[src/rtl/if_prefetch_queue_if.sv]
// Fetch-side bundle of the prefetch queue: ROM request/ack channel plus the IT-stage drain,
// stall and redirect controls.
interface if_prefetch_queue_if #(
    parameter int ADDR_W = 32,
    parameter int DATA_W = 32,
    parameter int CNT_W  = 3
);
    logic              rom_req_o;
    logic [ADDR_W-1:0] rom_addr_o;
    logic              rom_ack_i;
    logic [DATA_W-1:0] rom_data_i;
    logic              stall_i;
    logic              flush_i;
    logic [ADDR_W-1:0] new_pc_i;
    logic              br_flag_i;
    logic [ADDR_W-1:0] br_tat_add_i;
    logic              inst_valid_o;
    logic [DATA_W-1:0] inst_o;
    logic [ADDR_W-1:0] inst_pc_o;
    logic [CNT_W-1:0]  count_o;

    modport master (
        output rom_req_o, rom_addr_o, inst_valid_o, inst_o, inst_pc_o, count_o,
        input  rom_ack_i, rom_data_i, stall_i, flush_i, new_pc_i, br_flag_i, br_tat_add_i
    );

    modport slave (
        input  rom_req_o, rom_addr_o, inst_valid_o, inst_o, inst_pc_o, count_o,
        output rom_ack_i, rom_data_i, stall_i, flush_i, new_pc_i, br_flag_i, br_tat_add_i
    );
endinterface

[src/rtl/if_prefetch_queue.sv]
// Instruction prefetch queue: DEPTH-entry {pc, inst} FIFO fed by a single-outstanding ROM fetch,
// with exception flush and delay-slot-preserving branch redirect.
module if_prefetch_queue #(
    parameter int                ADDR_W   = 32,
    parameter int                DATA_W   = 32,
    parameter int                DEPTH    = 4,
    parameter logic [ADDR_W-1:0] RESET_PC = {ADDR_W{1'b0}}
) (
    input  logic                  clk,
    input  logic                  rst,
    if_prefetch_queue_if.master   bus
);
    localparam int PW = $clog2(DEPTH);
    localparam int CW = PW + 1;

    typedef enum logic [1:0] {IDLE = 2'd0, REQ = 2'd1, DROP = 2'd2} state_t;

    state_t            state_r, state_n;
    logic [ADDR_W-1:0] fpc_r, fpc_n;
    logic [ADDR_W-1:0] rom_addr_r, addr_n;
    logic              rom_req_r, req_n;
    logic              redir_r, redir_n;
    logic [ADDR_W-1:0] redir_pc_r, redir_pc_n;
    logic [PW-1:0]     rd_ptr_r, rd_n, wr_ptr_r, wr_n;
    logic [CW-1:0]     count_r, cnt_n;
    logic [ADDR_W-1:0] mem_pc_r   [DEPTH];
    logic [DATA_W-1:0] mem_inst_r [DEPTH];

    logic              valid_s, pop_s, push_s, trim_s, ack_s;
    logic [CW-1:0]     cnt_pop_s;
    logic [PW-1:0]     rd_pop_s;

    assign valid_s   = (count_r != CW'(1'b0));
    assign pop_s     = valid_s && !bus.stall_i;
    assign cnt_pop_s = count_r - CW'(pop_s);
    assign rd_pop_s  = rd_ptr_r + PW'(pop_s);
    assign ack_s     = bus.rom_ack_i;
    // A branch that still leaves an entry behind keeps only that head as the delay slot.
    assign trim_s    = bus.br_flag_i && (cnt_pop_s != CW'(1'b0));

    assign bus.rom_req_o    = rom_req_r;
    assign bus.rom_addr_o   = rom_addr_r;
    assign bus.inst_valid_o = valid_s;
    assign bus.inst_o       = valid_s ? mem_inst_r[rd_ptr_r] : {DATA_W{1'b0}};
    assign bus.inst_pc_o    = valid_s ? mem_pc_r[rd_ptr_r]   : {ADDR_W{1'b0}};
    assign bus.count_o      = count_r;

    // Next-state, fetch-pointer and queue-pointer logic.
    always_comb begin
        state_n    = state_r;
        fpc_n      = fpc_r;
        addr_n     = rom_addr_r;
        req_n      = rom_req_r;
        redir_n    = redir_r;
        redir_pc_n = redir_pc_r;
        rd_n       = rd_pop_s;
        wr_n       = wr_ptr_r;
        cnt_n      = cnt_pop_s;
        push_s     = 1'b0;
        if (bus.flush_i) begin
            cnt_n   = CW'(1'b0);
            rd_n    = PW'(1'b0);
            wr_n    = PW'(1'b0);
            fpc_n   = bus.new_pc_i;
            redir_n = 1'b0;
            case (state_r)
                REQ, DROP: begin
                    if (ack_s) begin
                        state_n = IDLE;
                        req_n   = 1'b0;
                    end else begin
                        state_n = DROP;
                    end
                end
                IDLE:    state_n = IDLE;
                default: begin
                    state_n = IDLE;
                    req_n   = 1'b0;
                end
            endcase
        end else begin
            case (state_r)
                IDLE: begin
                    if (trim_s) begin
                        cnt_n   = CW'(1'b1);
                        wr_n    = rd_pop_s + PW'(1'b1);
                        fpc_n   = bus.br_tat_add_i;
                        redir_n = 1'b0;
                    end else begin
                        if (bus.br_flag_i) begin
                            redir_n    = 1'b1;
                            redir_pc_n = bus.br_tat_add_i;
                        end else begin
                            redir_n = redir_r;
                        end
                        if (count_r < CW'(DEPTH)) begin
                            state_n = REQ;
                            req_n   = 1'b1;
                            addr_n  = fpc_r;
                        end else begin
                            state_n = IDLE;
                        end
                    end
                end
                REQ: begin
                    if (trim_s) begin
                        cnt_n   = CW'(1'b1);
                        wr_n    = rd_pop_s + PW'(1'b1);
                        fpc_n   = bus.br_tat_add_i;
                        redir_n = 1'b0;
                        if (ack_s) begin
                            state_n = IDLE;
                            req_n   = 1'b0;
                        end else begin
                            state_n = DROP;
                        end
                    end else if (ack_s) begin
                        push_s  = 1'b1;
                        wr_n    = wr_ptr_r + PW'(1'b1);
                        cnt_n   = cnt_pop_s + CW'(1'b1);
                        state_n = IDLE;
                        req_n   = 1'b0;
                        redir_n = 1'b0;
                        if (bus.br_flag_i) begin
                            fpc_n = bus.br_tat_add_i;
                        end else if (redir_r) begin
                            fpc_n = redir_pc_r;
                        end else begin
                            fpc_n = fpc_r + ADDR_W'(3'd4);
                        end
                    end else if (bus.br_flag_i) begin
                        // In-flight fetch is the delay slot; jump once it lands.
                        redir_n    = 1'b1;
                        redir_pc_n = bus.br_tat_add_i;
                    end else begin
                        state_n = REQ;
                    end
                end
                DROP: begin
                    if (trim_s) begin
                        cnt_n   = CW'(1'b1);
                        wr_n    = rd_pop_s + PW'(1'b1);
                        fpc_n   = bus.br_tat_add_i;
                        redir_n = 1'b0;
                    end else if (bus.br_flag_i) begin
                        redir_n    = 1'b1;
                        redir_pc_n = bus.br_tat_add_i;
                    end else begin
                        redir_n = redir_r;
                    end
                    if (ack_s) begin
                        state_n = IDLE;
                        req_n   = 1'b0;
                    end else begin
                        state_n = DROP;
                    end
                end
                default: begin
                    state_n = IDLE;
                    req_n   = 1'b0;
                end
            endcase
        end
    end

    // Control and pointer registers.
    always_ff @(posedge clk or negedge rst) begin
        if (!rst) begin
            state_r    <= IDLE;
            fpc_r      <= RESET_PC;
            rom_addr_r <= {ADDR_W{1'b0}};
            rom_req_r  <= 1'b0;
            redir_r    <= 1'b0;
            redir_pc_r <= {ADDR_W{1'b0}};
            rd_ptr_r   <= PW'(1'b0);
            wr_ptr_r   <= PW'(1'b0);
            count_r    <= CW'(1'b0);
        end else begin
            state_r    <= state_n;
            fpc_r      <= fpc_n;
            rom_addr_r <= addr_n;
            rom_req_r  <= req_n;
            redir_r    <= redir_n;
            redir_pc_r <= redir_pc_n;
            rd_ptr_r   <= rd_n;
            wr_ptr_r   <= wr_n;
            count_r    <= cnt_n;
        end
    end

    // Queue storage; contents are don't-care while count is zero.
    always_ff @(posedge clk) begin
        if (push_s) begin
            mem_pc_r[wr_ptr_r]   <= fpc_r;
            mem_inst_r[wr_ptr_r] <= bus.rom_data_i;
        end else begin
            mem_pc_r[wr_ptr_r]   <= mem_pc_r[wr_ptr_r];
            mem_inst_r[wr_ptr_r] <= mem_inst_r[wr_ptr_r];
        end
    end
endmodule

[src/flat_wrapper.sv]
// flat-port wrapper written by rule: the top's interface ports become plain ports
module if_prefetch_queue_flat 
#(
    parameter int                ADDR_W   = 32,
    parameter int                DATA_W   = 32,
    parameter int                DEPTH    = 4,
    parameter logic [ADDR_W-1:0] RESET_PC = {ADDR_W{1'b0}}
)
  (clk, rst, bus_rom_req_o, bus_rom_addr_o, bus_inst_valid_o, bus_inst_o, bus_inst_pc_o, bus_count_o, bus_rom_ack_i, bus_rom_data_i, bus_stall_i, bus_flush_i, bus_new_pc_i, bus_br_flag_i, bus_br_tat_add_i);
  if_prefetch_queue_if #(.ADDR_W(ADDR_W), .DATA_W(DATA_W), .CNT_W(3)) bus_i ();
  input  logic clk;
  input  logic rst;
  output wire logic [$bits(bus_i.rom_req_o)-1:0] bus_rom_req_o;
  output wire logic [$bits(bus_i.rom_addr_o)-1:0] bus_rom_addr_o;
  output wire logic [$bits(bus_i.inst_valid_o)-1:0] bus_inst_valid_o;
  output wire logic [$bits(bus_i.inst_o)-1:0] bus_inst_o;
  output wire logic [$bits(bus_i.inst_pc_o)-1:0] bus_inst_pc_o;
  output wire logic [$bits(bus_i.count_o)-1:0] bus_count_o;
  input wire logic [$bits(bus_i.rom_ack_i)-1:0] bus_rom_ack_i;
  input wire logic [$bits(bus_i.rom_data_i)-1:0] bus_rom_data_i;
  input wire logic [$bits(bus_i.stall_i)-1:0] bus_stall_i;
  input wire logic [$bits(bus_i.flush_i)-1:0] bus_flush_i;
  input wire logic [$bits(bus_i.new_pc_i)-1:0] bus_new_pc_i;
  input wire logic [$bits(bus_i.br_flag_i)-1:0] bus_br_flag_i;
  input wire logic [$bits(bus_i.br_tat_add_i)-1:0] bus_br_tat_add_i;
  assign bus_rom_req_o = bus_i.rom_req_o;
  assign bus_rom_addr_o = bus_i.rom_addr_o;
  assign bus_inst_valid_o = bus_i.inst_valid_o;
  assign bus_inst_o = bus_i.inst_o;
  assign bus_inst_pc_o = bus_i.inst_pc_o;
  assign bus_count_o = bus_i.count_o;
  assign bus_i.rom_ack_i = bus_rom_ack_i;
  assign bus_i.rom_data_i = bus_rom_data_i;
  assign bus_i.stall_i = bus_stall_i;
  assign bus_i.flush_i = bus_flush_i;
  assign bus_i.new_pc_i = bus_new_pc_i;
  assign bus_i.br_flag_i = bus_br_flag_i;
  assign bus_i.br_tat_add_i = bus_br_tat_add_i;
  if_prefetch_queue #(.ADDR_W(ADDR_W), .DATA_W(DATA_W), .DEPTH(DEPTH), .RESET_PC(RESET_PC)) u_core (.clk(clk), .rst(rst), .bus(bus_i));
endmodule
[config.mk]
export PLATFORM = sky130hd
export DESIGN_NAME = if_prefetch_queue_flat
export DESIGN_NICKNAME = d
export VERILOG_FILES = /design/src/rtl/if_prefetch_queue_if.sv /design/src/rtl/if_prefetch_queue.sv /design/src/flat_wrapper.sv
export SDC_FILE = /design/constraint.sdc
export NUM_CORES = 1
export LEC_CHECK = 0
export CORE_ASPECT_RATIO = 1.2
export CORE_MARGIN = 2
export CORE_UTILIZATION = 28
export DETAILED_ROUTE_END_ITERATION = 7
export DONT_BUFFER_PORTS = 1
export REMOVE_ABC_BUFFERS = 1
export SKIP_LAST_GASP = 1
export SLEW_MARGIN = 20
export SYNTH_ARGS = -nofsm -noshare
export SYNTH_HDL_FRONTEND = slang
export SYNTH_SLANG_ARGS = --single-unit
[constraint.sdc]
create_clock -name clk -period 4.3 [get_ports clk]
set_input_delay 0.43 -clock clk [delete_from_list [all_inputs] [get_ports clk]]
set_output_delay 0.43 -clock clk [all_outputs]
set_load 0.005 [all_outputs]
# Word-level counts from Yosys, hierarchy flattened
# Memory sizes are Yosys's and may differ from the RTL's.
# Index checks and enable logic that the tools add are counted.
op_classes:
  n_addsub: 6
  muxes: 55
  n_bitwise: 4
  n_lt_le_gt_ge: 1
  n_reduce_logical: 16
  eq_ne: 13
ops:
  columns: ["cell", "count"]
  rows:
  - ["two-way mux 32 bit", 14]
  - ["case mux 32 bit (2 select lines)", 2]
  - ["adder 32 x 3 -> 32 bit, second input constant", 1]
  - ["two-way mux 2 bit", 12]
  - ["two-way mux 1 bit", 17]
  - ["two-way mux 3 bit", 4]
  - ["!= test 2 bit, second input constant", 5]
  - ["nonzero test 3 bit", 3]
  - ["case mux 1 bit (2 select lines)", 3]
  - ["case mux 2 bit (3 select lines)", 1]
  - ["case mux 3 bit (2 select lines)", 1]
  - ["AND reduction 3 bit", 2]
  - ["!= test 5 x 4 -> 1 bit, second input constant", 1]
  - ["AND reduction 5 bit", 1]
  - ["adder 2 x 1 -> 2 bit, second input constant", 2]
  - ["!= test 4 x 3 -> 1 bit, second input constant", 1]
  - ["case mux 2 bit (2 select lines)", 1]
  - ["AND reduction 2 bit", 2]
  - ["AND reduction 4 bit", 1]
  - ["OR reduction 2 bit", 2]
  - ["adder 3 x 1 -> 3 bit, second input constant", 1]
  - ["less-than comparator 3 bit, second input constant", 1]
  - ["!= test 3 x 1 -> 1 bit, second input constant", 1]
  - ["!= test 3 bit, second input constant", 1]
  - ["12 further kinds", 15]
word_totals:
  wordCells: 106
  out_inout_bits: 101
  reg_bits: 107
  ramBits: 256
  mem_count: 2
  input_bits: 102
memory_table:
  columns: ["name", "words", "word_bits", "rd", "rd_ports_with_merged_regs", "wr", "line", "source"]
  rows:
  - ["u_core.mem_inst_r", 4, 32, 1, 0, 1, "if_prefetch_queue.sv:27", "logic [DATA_W-1:0] mem_inst_r [DEPTH];"]
  - ["u_core.mem_pc_r", 4, 32, 1, 0, 1, "if_prefetch_queue.sv:26", "logic [ADDR_W-1:0] mem_pc_r [DEPTH];"]

# Logic depth before layout (Yosys ltp)
# Gate-level depths: netlist (run 1).
logic_depth:
  depth_word: 11
  ltp_mapped: 13
  depth_no_buf: 10

# Worst setup path before layout (run 1)
# No wires, ideal clock.
synth_path:
  path_type: "reg-to-reg"
  from: "register u_core.count_r[2], in the netlist u_core.bus.count_o[2]"
  to: "memory u_core.mem_inst_r[1][0], enable pin"
  required_time_ns: 3.871
  setup_time_ns: 0.429
  arrival_time_ns: 3.813
  path_stages_with_launch: 11
  path_slack_ns: 0.058
  synth_period_minus_slack_ns: 4.242
  path_buffers: 1
  cell_sequence: "dfrtp_1 or3_1 clkbuf_1 nor2b_1 ha_1 ha_1 xnor2_2 a21boi_1 nor2_1 and3_1 and2_1"
synth_between:
  elab_chain_cells: 11
  word_cells_on_any_way: 13
  cone_classes: "add/sub (1); mux (6); bitwise (1); reduce/logical (5)"
synth_rtl:
  columns: ["item", "line", "source"]
  rows:
  - ["start: declaration", "if_prefetch_queue.sv:25", "logic [CW-1:0] count_r, cnt_n;"]
  - ["start signal: assignment", "if_prefetch_queue.sv:177", "count_r <= CW'(1'b0);"]
  - ["start signal: assignment", "if_prefetch_queue.sv:187", "count_r <= cnt_n;"]
  - ["nonzero test 3 bit", "if_prefetch_queue.sv:33", "assign valid_s = (count_r != CW'(1'b0));"]
  - ["logical AND 1 bit", "if_prefetch_queue.sv:34", "assign pop_s = valid_s && !bus.stall_i;"]
  - ["subtractor 3 x 1 -> 3 bit *", "if_prefetch_queue.sv:35", "assign cnt_pop_s = count_r - CW'(pop_s);"]
  - ["nonzero test 3 bit *", "if_prefetch_queue.sv:39", "assign trim_s = bus.br_flag_i && (cnt_pop_s != CW'(1'b0));"]
  - ["logical AND 1 bit *", "if_prefetch_queue.sv:39", null]
  - ["two-way mux 1 bit *", "if_prefetch_queue.sv:106", "if (trim_s) begin"]
  - ["two-way mux 1 bit *", "if_prefetch_queue.sv:82", "case (state_r)"]
  - ["two-way mux 1 bit *", "if_prefetch_queue.sv:60", "if (bus.flush_i) begin"]
  - ["two-way mux 1 bit, on equally long branches", "if_prefetch_queue.sv:193, if_prefetch_queue.sv:198", null]
  - ["two-way mux 1 bit (implied by the code) / AND reduction 2 bit (equally long branches)", null, null]
  - ["bitwise OR 1 bit (no source line) *", null, null]
  - ["end: declaration", "if_prefetch_queue.sv:27", null]
# Mark *: on every way between the ends. The rest lies on a longest branch, timed or not.

# Final worst setup path (run 1)
layout_path:
  from: "register u_core.count_r[2], in the netlist u_core.bus.count_o[2]"
  to: "memory u_core.mem_inst_r[3][8], enable pin"
# Same word-level chain as after synthesis.

==> results of run 1 <==
## registers in the layout, summed over array words and instances (netlist names)
name and cells:
u_core.bus.count_o 3, u_core.fpc_r 32, u_core.redir_r 1, u_core.mem_inst_r 128, u_core.bus.rom_req_o 1, u_core.bus.rom_addr_o 32, u_core.redir_pc_r 32, u_core.mem_pc_r 128
u_core.wr_ptr_r 2, u_core.state_r 2, u_core.rd_ptr_r 2
## cells in the mapped netlist, types with 4 or more instances
library cell    n
a31oi_1        10
ha_1           14
xor2_1          4
o31a_1          5
a32o_1          5
o211ai_1        4
mux2i_1         5
nand2b_1        7
nand3_1        24
buf_1           5
or3_1           7
buf_2          22
nor3_1         12
a21oi_1        29
nor2_1         41
nor2b_1         6
mux2_2         68
inv_1          16
nand4_1         9
nand2_1        57
a211oi_1        7
clkbuf_1       35
and2_1         72
edfxtp_1      256
o21ai_0        38
o22ai_1         6
a311oi_1        4
mux4_2         64
o31ai_1         5
xnor2_1         8
and3_1         20
dfrtp_1       107
## cell families (layout without fill, tap and decap cells)
| group | after synthesis | after routing | share of synthesized area [%] |
|---|---|---|---|
| flip-flops | 363 | 363 | 66.1 |
| AND/OR/NAND/NOR | 272 | 272 | 9.27 |
| multiplexers | 137 | 137 | 14.4 |
| AO/OA/AOI/OAI | 147 | 147 | 6.30 |
| adder cells (fa/ha/maj) | 14 | 14 | 1.12 |
| buffers and inverters | 79 | 153 | 2.09 |
| XOR/XNOR | 13 | 13 | 0.774 |
## worst paths after layout
kind	from	to	slack, ps
worst max-delay path	u_core.bus.count_o[2]	u_core.mem_inst_r[3][8]	680
worst min-delay path	bus_br_tat_add_i[13]	u_core.redir_pc_r[13]	30
worst max register to register	u_core.bus.count_o[2]	u_core.mem_inst_r[3][8]	680
worst min register to register	u_core.redir_pc_r[10]	u_core.redir_pc_r[10]	500
max in group asynchronous	rst	u_core.rd_ptr_r[1]	3230
min in group asynchronous	rst	u_core.bus.rom_addr_o[25]	470
## where the power goes
| group | internal, W | switching (W) | leakage (nW) |
|---|---|---|---|
| sequential | 0.00454 | 0.000878 | 3.59 |
| clock | 0.00206 | 0.00138 | 0.641 |
| combinational | 0.00164 | 0.00181 | 2.05 |
## stage by stage
step	std cells	util (%)	hold slack, ps	setup slack [ps]
after global placement	1715	29.8	146	562
after detailed placement	1715	29.8	146	630
after global routing	1826	33.0	9.01	470
final	1826	33.0	29.7	678
after floorplan	962	-	134	-287
after CTS	1826	33.0	0.129	642
## worst reg2reg max path: cells and delay by family (launching register included)
family          cells  cell delay [ps]
xor+xnor            1              310
compound gates      1              250
fa+ha+maj           2              400
simple gates        5             1590
flops               1              480
buf+inv             1              300
## timing repair
item                                   4_1_cts  5_1_grt
hold buffers                                41        0
setup buffers                                0        0
endpoints found under the hold margin      245        0
## layout make-up
cell class	instances	share of cell area (%)
Clock buffer	47	5.52
Sequential cell	363	56.5
Clock inverter	23	1.59
Inverter	16	0.327
Multi-Input combinational cell	583	27.4
Timing Repair Buffer	67	3.73
Tap cell	727	4.95
## routing by layer
metal  track usage, %  up-vias
met5                0        -
met4             4.03       16
met3             4.58       75
met2             24.3      283
met1             17.8     4647
li1                 -     4033
==> flow_metrics.env, run 1 <==
export IMPL_die_width_um=220
export IMPL_fin_skew_ps=30.4
export IMPL_io_pins=203
export IMPL_final_hold_viol_count=0
export IMPL_num_rows=95
export IMPL_wl_met1_mm=16.9
export IMPL_fin_area_um2=18400
export IMPL_final_layout_size_suffix_gt1_share_pct=22.0
export IMPL_ys_warn_count=0
export IMPL_cp_required_ps=4520
export IMPL_num_nets_final=1185
export IMPL_clock_fmax_mhz=276
export IMPL_relSlewSlack_pct=24.7
export IMPL_synth_top_cell_area_share_pct=49.0
export IMPL_clk_path_buf_depth=3
export IMPL_die_height_um=263
export IMPL_portBuffers=0
export IMPL_path_delay_family="simple AND/OR/NAND/NOR gates"
export IMPL_overflow=0
export IMPL_fill_cells=5307
export IMPL_slew_violations=0
export IMPL_syn_area_per_cell_um2=15.3
export IMPL_grt_pass1_wl_mm=62.5
export IMPL_finalSetupViolCount=0
export IMPL_final_common_cell="edfxtp_1"
export IMPL_cts_tree="done"
export IMPL_synth_main_ff_cell="edfxtp_1"
export IMPL_htree_levels=2
export IMPL_placed_area_um2=16600
export IMPL_viasPerCell=4.96
export IMPL_ys_seq_area_share_pct=66.1
export IMPL_cap_violations=0
export IMPL_initial_core_util_pct=28.1
export IMPL_cts_resized=0
export IMPL_dieArea_um2=58000
export IMPL_synthArstFlopShare_pct=29.5
export IMPL_antenna_found_initial=13
export IMPL_cts_inserted_buffers=38
export IMPL_regArea_um2=10400
export IMPL_gp_congestion=0.789
export IMPL_grt_max_degree=108
export IMPL_multi_input_area_um2=5030
export IMPL_core_area_um2=55700
export IMPL_end_kind="flop"
export IMPL_ant_nets=0
export IMPL_cts_root_buf="clkbuf_16"
export IMPL_synth_top_cell_by_area="edfxtp_1"
export IMPL_antenna_cells=0
export IMPL_cpPeakStageDelay_ps=540
export IMPL_wl_per_cell_um=23.0
export IMPL_fin_tns_setup_ps=0
export IMPL_vdd_drop_max_mv=0.331
export IMPL_p_total_w=0.0123
export IMPL_ys_types=64
export IMPL_grt_pass1_vias=9358
export IMPL_tightest_slew_ps=1130
export IMPL_dr_wl_met2_mm=20.8
export IMPL_num_vias=9054
export IMPL_route_detailed_drc=0
export IMPL_hold_path_class="input pin to flop"
export IMPL_final_cell_mix="256 x edfxtp_1, 105 x dfrtp_1, 68 x and2_1, 68 x mux2_2, 64 x mux4_2"
export IMPL_p_per_area_nw_per_um2=670
export IMPL_critPathArrivalTime_ps=3850
export IMPL_wl_met3_mm=3.36
export IMPL_syn_area_um2=15700
export IMPL_yosys_top_cells_area="edfxtp_1 49%, dfrtp_1 17%, mux4_2 9.2%"
export IMPL_path_max_fanout=30
export IMPL_hold_path_depth=1
export IMPL_rsz0062_at_grt="false"
export IMPL_finalCritPeriodShare_pct=84.2
export IMPL_grtUsageTotal_pct=14.5
export IMPL_critPathSlowestCell="and2_4"
export IMPL_clk_pin_slew_worst_paths_ps=70
export IMPL_drtPass1Iterations=5
export IMPL_ff2ff_path_depth=10
export IMPL_path_class="flop to flop"
export IMPL_clock_sinks=363
export IMPL_clock_latency_ps=550
export IMPL_status="completed"
export IMPL_first_iter_violations=684
export IMPL_period_minus_slack_ps=3620
export IMPL_dp_hpwl_mm=27.2
export IMPL_highest_layer="met5"
export IMPL_ys_ff_latch=363
export IMPL_leakagePower_nw=6.28
export IMPL_synth_edff_count=256
export IMPL_cp_depth=10
export IMPL_syn_inst=1025
export IMPL_cpMostUsedCell="ha_1"
export IMPL_path_cells="or3_2 -> nor2b_1 -> ha_1 -> ha_1 -> xnor2_2 -> a21boi_1 -> nor2_1 -> and3_1 -> and2_4 -> buf_12"
export IMPL_wl_mm=42.1
export IMPL_startpoint_type="flop"
export IMPL_path_buf_inv=1
export IMPL_area_growth_pct=17.1
(Power assumes the default switching activity.)
==> run 2, diff against run 1 <==
Settings changed: ABC_AREA set to 1.
Clock period 4.3 ns to 3.55 ns, I/O delays scaled along.
==> flow_metrics.env, run 2 <==
export IMPL_route_detailed_drc=0
export IMPL_synth_top_cell_area_share_pct=47.4
export IMPL_num_rows=96
export IMPL_syn_area_um2=16200
export IMPL_slew_violations=0
export IMPL_relSlewSlack_pct=39.1
export IMPL_comb_power_share_pct=31.3
export IMPL_cp_endpoint="u_core.mem_inst_r[1][31]"
export IMPL_wl_per_cell_um=19.3
export IMPL_drtPass1Iterations=5
export IMPL_holdWs_ps=27.9
export IMPL_p_per_area_nw_per_um2=819
export IMPL_synth_xor_area_share_pct=0.424
export IMPL_clk_path_buf_depth=3
export IMPL_clock_latency_ps=560
export IMPL_die_height_um=268
export IMPL_vdd_drop_max_mv=0.487
export IMPL_rsz0062_at_grt="false"
export IMPL_cts_root_buf="clkbuf_16"
export IMPL_cts_inserted_buffers=40
export IMPL_num_vias=12000
export IMPL_critPathArrivalTime_ps=3410
export IMPL_antenna_found_initial=1
export IMPL_syn_inst=1701
export IMPL_placed_area_um2=17200
export IMPL_ff2ff_setup_slack_ps=400
export IMPL_yosys_top_cells_area="edfxtp_1 47%, dfrtp_1 17%, nor2_1 8.9%"
export IMPL_dp_hpwl_mm=31.7
export IMPL_yosys_mux_area_fraction_pct=0.139
export IMPL_synth_edff_count=256
export IMPL_synth_top_cell_by_area="edfxtp_1"
export IMPL_end_kind="flop"
export IMPL_die_width_um=224
export IMPL_intPower_w=0.00950
export IMPL_wl_mm=48.8
export IMPL_final_common_cell="nor2_1"
export IMPL_ys_top_cells_by_count="385 x nor2_1, 308 x nand2_1, 256 x edfxtp_1, 233 x o21ai_0, 110 x a21oi_1"
export IMPL_switchingPower_w=0.00638
export IMPL_post_route_util_pct=33.8
export IMPL_io_pins=203
export IMPL_grt_pass1_vias=12000
export IMPL_ff2ff_path_depth=12
export IMPL_dieArea_um2=59900
export IMPL_synth_main_ff_cell="edfxtp_1"
export IMPL_synthAdderAreaFrac_pct=1.08
export IMPL_fin_skew_ps=11.0
export IMPL_grt_max_degree=108
export IMPL_startpoint="u_core.bus.count_o[2]"
export IMPL_ys_types=38
export IMPL_path_max_fanout=16
export IMPL_path_class="flop to flop"
export IMPL_tightest_slew_ps=911
export IMPL_hold_path_class="input pin to flop"
export IMPL_clock_sinks=363
export IMPL_antenna_cells=0
export IMPL_fin_tns_setup_ps=0
export IMPL_ys_seq_area_share_pct=63.9
export IMPL_synthArstFlopShare_pct=29.5
export IMPL_ys_ff_latch=363
export IMPL_initial_core_util_pct=28.3
export IMPL_ctsHoldBuffers=78
export IMPL_htree_levels=2
export IMPL_clock_fmax_mhz=318
export IMPL_gp_congestion=0.850
export IMPL_period_minus_slack_ps=3150
export IMPL_grt_pass1_wl_mm=73.8
export IMPL_cts_setup_buffers=0
export IMPL_fin_area_um2=19400
export IMPL_portBuffers=0
export IMPL_finalCritPeriodShare_pct=88.6
export IMPL_final_layout_size_suffix_gt1_share_pct=7.24
export IMPL_ant_nets=0
export IMPL_seqPwrFrac_pct=41.6
export IMPL_cts_resized=0
export IMPL_startpoint_type="flop"
export IMPL_leakagePower_nw=7.48
export IMPL_finalSetupViolCount=0
export IMPL_core_area_um2=57300
export IMPL_status="completed"
export IMPL_p_clk_share_pct=27.0
export IMPL_r2r_end="u_core.mem_inst_r[1][31]"
export IMPL_ys_warn_count=0
export IMPL_final_cell_mix="381 x nor2_1, 307 x nand2_1, 256 x edfxtp_1, 233 x o21ai_0, 110 x a21oi_1"
export IMPL_num_nets_final=1879
export IMPL_cts_tree="done"
export IMPL_largestRegisters="u_core.mem_inst_r: 128 flops, u_core.mem_pc_r: 128 flops"
export IMPL_r2r_start="u_core.bus.count_o[2]"
export IMPL_final_hold_viol_count=0
export IMPL_viasPerCell=4.74
export IMPL_cp_required_ps=3810
export IMPL_area_growth_pct=19.4
export IMPL_syn_area_per_cell_um2=9.54
export IMPL_synth_top_family_by_area="simple AND/OR/NAND/NOR gates"
export IMPL_first_iter_violations=783
export IMPL_grtUsageTotal_pct=16.2
export IMPL_cap_violations=0
export IMPL_yosys_area_share_simple_pct=18.8
export IMPL_yosysMostFrequentCell="nor2_1"
export IMPL_switching_share_pct=40.2
export IMPL_clk_pin_slew_worst_paths_ps=60
export IMPL_overflow=0
export IMPL_synth_compound_area_share_pct=11.1
==> run 2: cell count changes after synthesis, moves of 12 or more <==
| cell | previous run | this run |
|---|---|---|
| nor2_1 | 41 | 385 |
| nand2_1 | 57 | 308 |
| and3_1 | 20 | 1 |
| and2_1 | 72 | 0 |
| o21ai_0 | 38 | 233 |
| mux2_2 | 68 | 2 |
| inv_1 | 16 | 96 |
| a21oi_1 | 29 | 110 |
| nand3_1 | 24 | 58 |
| buf_1 | 5 | 17 |
| mux4_2 | 64 | 0 |
| clkbuf_1 | 35 | 56 |
==> run 2: kinds of logic after synthesis <==
family / after synthesis
AO/OA/AOI/OAI: 355
XOR/XNOR: 7
adder cells (fa/ha/maj): 14
buffers and inverters: 187
flip-flops: 363
multiplexers: 2
AND/OR/NAND/NOR: 773
==> run 2: worst min-delay path by stage <==
stage / start / end / slack (ps) / cells after the start
4_1_cts: bus_flush_i / u_core.fpc_r[10] / 1 / 4
2_1_floorplan: rst / u_core.bus.count_o[0] / 60 / 0
5_1_grt: bus_new_pc_i[12] / u_core.fpc_r[12] / 30 / 4
3_5_place_dp: rst / u_core.bus.count_o[2] / 60 / 0
6_report: bus_new_pc_i[18] / u_core.fpc_r[18] / 30 / 3
3_3_place_gp: rst / u_core.bus.count_o[2] / 60 / 0
==> run 2: per-layer routing <==
layer  wire (µm)  vias up  track usage, %
li1            -     5823               -
met1       19700     5794            19.0
met2       24700      310            28.9
met3        3460       69            4.60
met4        1030        2            4.56
met5          13        -               0
==> run 2: power by group through the flow <==
stage | Clock (W) | Sequential, W | Combinational [W]
after floorplan | 0 | 0.00619 | 0.00286
after global placement | 0 | 0.00667 | 0.00484
after detailed placement | 0 | 0.00670 | 0.00490
after CTS | 0.00441 | 0.00662 | 0.00506
after global routing | 0.00457 | 0.00675 | 0.00566
final | 0.00429 | 0.00661 | 0.00497
==> run 2: final cells by class <==
class                      count  area (µm²)
multi-input combinational   1151        5170
timing repair buffer         108        1200
sequential                   363       10400
inverter                      99         373
clock buffer                  44        1050
fill                        5745       37900
clock inverter                30         303
tap                          735         920
==> run 2: worst max-delay path, stage by stage (launching register included) <==
cell and delay (ps):
dfrtp_1 470, nor3_2 180, nor2_1 70, ha_1 180, ha_1 210, xnor2_2 240, nand2_1 100, nand2_2 90
inv_2 60, nor2_1 180, nand2_1 320, nor2_4 510, buf_12 230
==> run 2: per-stage QoR <==
step	total power (W)	setup WS (ps)	std cells
2_1_floorplan	0.00905	-4860	1613
3_3_place_gp	0.0115	351	2378
3_5_place_dp	0.0116	397	2378
4_1_cts	0.0161	369	2530
5_1_grt	0.0170	115	2530
6_report	0.0159	404	2530
==> run 3, diff against run 2 <==
Settings changed: CORE_ASPECT_RATIO 1.2 to 0.75.
==> flow_metrics.env, run 3 (synthesis gave the netlist of run 2 again) <==
export IMPL_status="completed"
export IMPL_clk_pin_slew_worst_paths_ps=70
export IMPL_hold_path_class="input pin to flop"
export IMPL_grtUsageTotal_pct=15.8
export IMPL_r2r_start="u_core.bus.count_o[0]"
export IMPL_cts_inserted_buffers=38
export IMPL_overflow=0
export IMPL_grt_max_degree=108
export IMPL_pre_cts_slack_ps=371
export IMPL_grt_pass1_vias=11600
export IMPL_finalCritPeriodShare_pct=89.1
export IMPL_final_layout_size_suffix_gt1_share_pct=6.48
export IMPL_io_pins=203
export IMPL_r2r_end="u_core.mem_inst_r[2][5]"
export IMPL_grt_pass1_wl_mm=71.4
export IMPL_drtPass1Iterations=5
export IMPL_cts_tree="done"
export IMPL_timing_final_ws_setup_ps=387
export IMPL_clock_latency_ps=560
export IMPL_path_max_fanout=27
export IMPL_fin_skew_ps=12.4
export IMPL_critPathArrivalTime_ps=3420
export IMPL_num_vias=12100
export IMPL_cp_endpoint="u_core.mem_inst_r[2][5]"
export IMPL_die_height_um=212
export IMPL_holdWs_ps=15.3
export IMPL_first_iter_violations=1011
export IMPL_end_kind="flop"
export IMPL_cts_setup_buffers=0
export IMPL_wl_per_cell_um=18.7
export IMPL_largestRegisters="u_core.mem_inst_r: 128 flops, u_core.mem_pc_r: 128 flops"
export IMPL_final_common_cell="nor2_1"
export IMPL_startpoint="u_core.bus.count_o[0]"
export IMPL_tightest_slew_ps=910
export IMPL_ff2ff_path_depth=12
export IMPL_fin_area_um2=19200
export IMPL_antenna_found_initial=7
export IMPL_die_width_um=282
export IMPL_cts_resized=0
export IMPL_gp_congestion=0.827
export IMPL_ff2ff_setup_slack_ps=390
export IMPL_core_area_um2=57300
export IMPL_clock_sinks=363
export IMPL_area_growth_pct=18.2
export IMPL_vdd_drop_max_mv=0.424
export IMPL_cts_root_buf="clkbuf_16"
export IMPL_ant_nets=0
export IMPL_period_minus_slack_ps=3160
export IMPL_fill_cells=5818
export IMPL_htree_levels=2
export IMPL_cap_violations=0
export IMPL_viasPerCell=4.73
export IMPL_num_rows=76
export IMPL_relSlewSlack_pct=39.3
export IMPL_leakagePower_nw=7.37
export IMPL_p_per_area_nw_per_um2=819
export IMPL_clock_fmax_mhz=316
export IMPL_portBuffers=0
export IMPL_dp_hpwl_mm=30.9
export IMPL_rsz0062_at_grt="false"
export IMPL_ctsHoldBuffers=68
export IMPL_dieArea_um2=59900
export IMPL_slew_violations=0
export IMPL_final_cell_mix="381 x nor2_1, 307 x nand2_1, 256 x edfxtp_1, 233 x o21ai_0, 110 x a21oi_1"
export IMPL_finalSetupViolCount=0
export IMPL_wl_mm=47.8
export IMPL_route_detailed_drc=0
export IMPL_post_route_util_pct=33.5
export IMPL_initial_core_util_pct=28.3
export IMPL_final_hold_viol_count=0
export IMPL_placed_area_um2=17200
export IMPL_clk_path_buf_depth=3
export IMPL_path_class="flop to flop"
export IMPL_cp_required_ps=3800
export IMPL_num_nets_final=1862
export IMPL_startpoint_type="flop"
export IMPL_p_total_w=0.0157
-- run 3: through the flow --
stage	TNS [ps]	cells
floorplan	-1593250	1613
global placement	0	2418
detailed placement	0	2418
CTS	0	2556
global route	0	2559
finish	0	2560
-- run 3: worst min-delay path by stage --
| stage | start | to | slack [ps] | cells after the start |
|---|---|---|---|---|
| 4_1_cts | bus_flush_i | u_core.fpc_r[22] | 0.4 | 4 |
| 6_report | bus_new_pc_i[4] | u_core.fpc_r[4] | 20 | 2 |
| 5_1_grt | bus_new_pc_i[4] | u_core.fpc_r[4] | 10 | 2 |
| 3_3_place_gp | rst | u_core.bus.rom_addr_o[15] | 70 | 0 |
| 2_1_floorplan | rst | u_core.bus.count_o[0] | 60 | 0 |
| 3_5_place_dp | rst | u_core.bus.rom_addr_o[25] | 70 | 0 |
-- run 3: cell type report --
class	instances	area, µm²	share of cell area, %
clock buffer	48	1030	5.36
sequential	363	10400	54.1
inverter	99	373	1.94
multi-input combinational	1151	5170	26.9
tap	780	976	5.09
antenna	4	10.0	0.0522
timing repair buffer	93	973	5.07
clock inverter	22	285	1.49
-- run 3: critical path, cell delays in order (launching register included) --
cell and delay [ps]:
dfrtp_1 420, nor3_2 230, nor2_1 70, ha_1 180, ha_1 210, xnor2_2 240
nand2_1 110, nand2_2 90, inv_2 60, nor2_1 160, nand2_1 330, nor2_4 480
buf_12 260
-- run 3: where the power goes --
| part | switching (W) | internal (W) |
|---|---|---|
| logic | 0.00351 | 0.00144 |
| registers | 0.00110 | 0.00549 |
| clock network | 0.00172 | 0.00245 |
-- run 3: per-layer routing --
| metal | vias to the layer above | wire (µm) | GRT usage, % |
|---|---|---|---|
| met5 | - | 26 | 0 |
| met4 | 4 | 843 | 3.72 |
| met3 | 59 | 4610 | 4.70 |
| met2 | 425 | 22000 | 25.5 |
| met1 | 5846 | 20300 | 20.9 |
| li1 | 5779 | - | - |
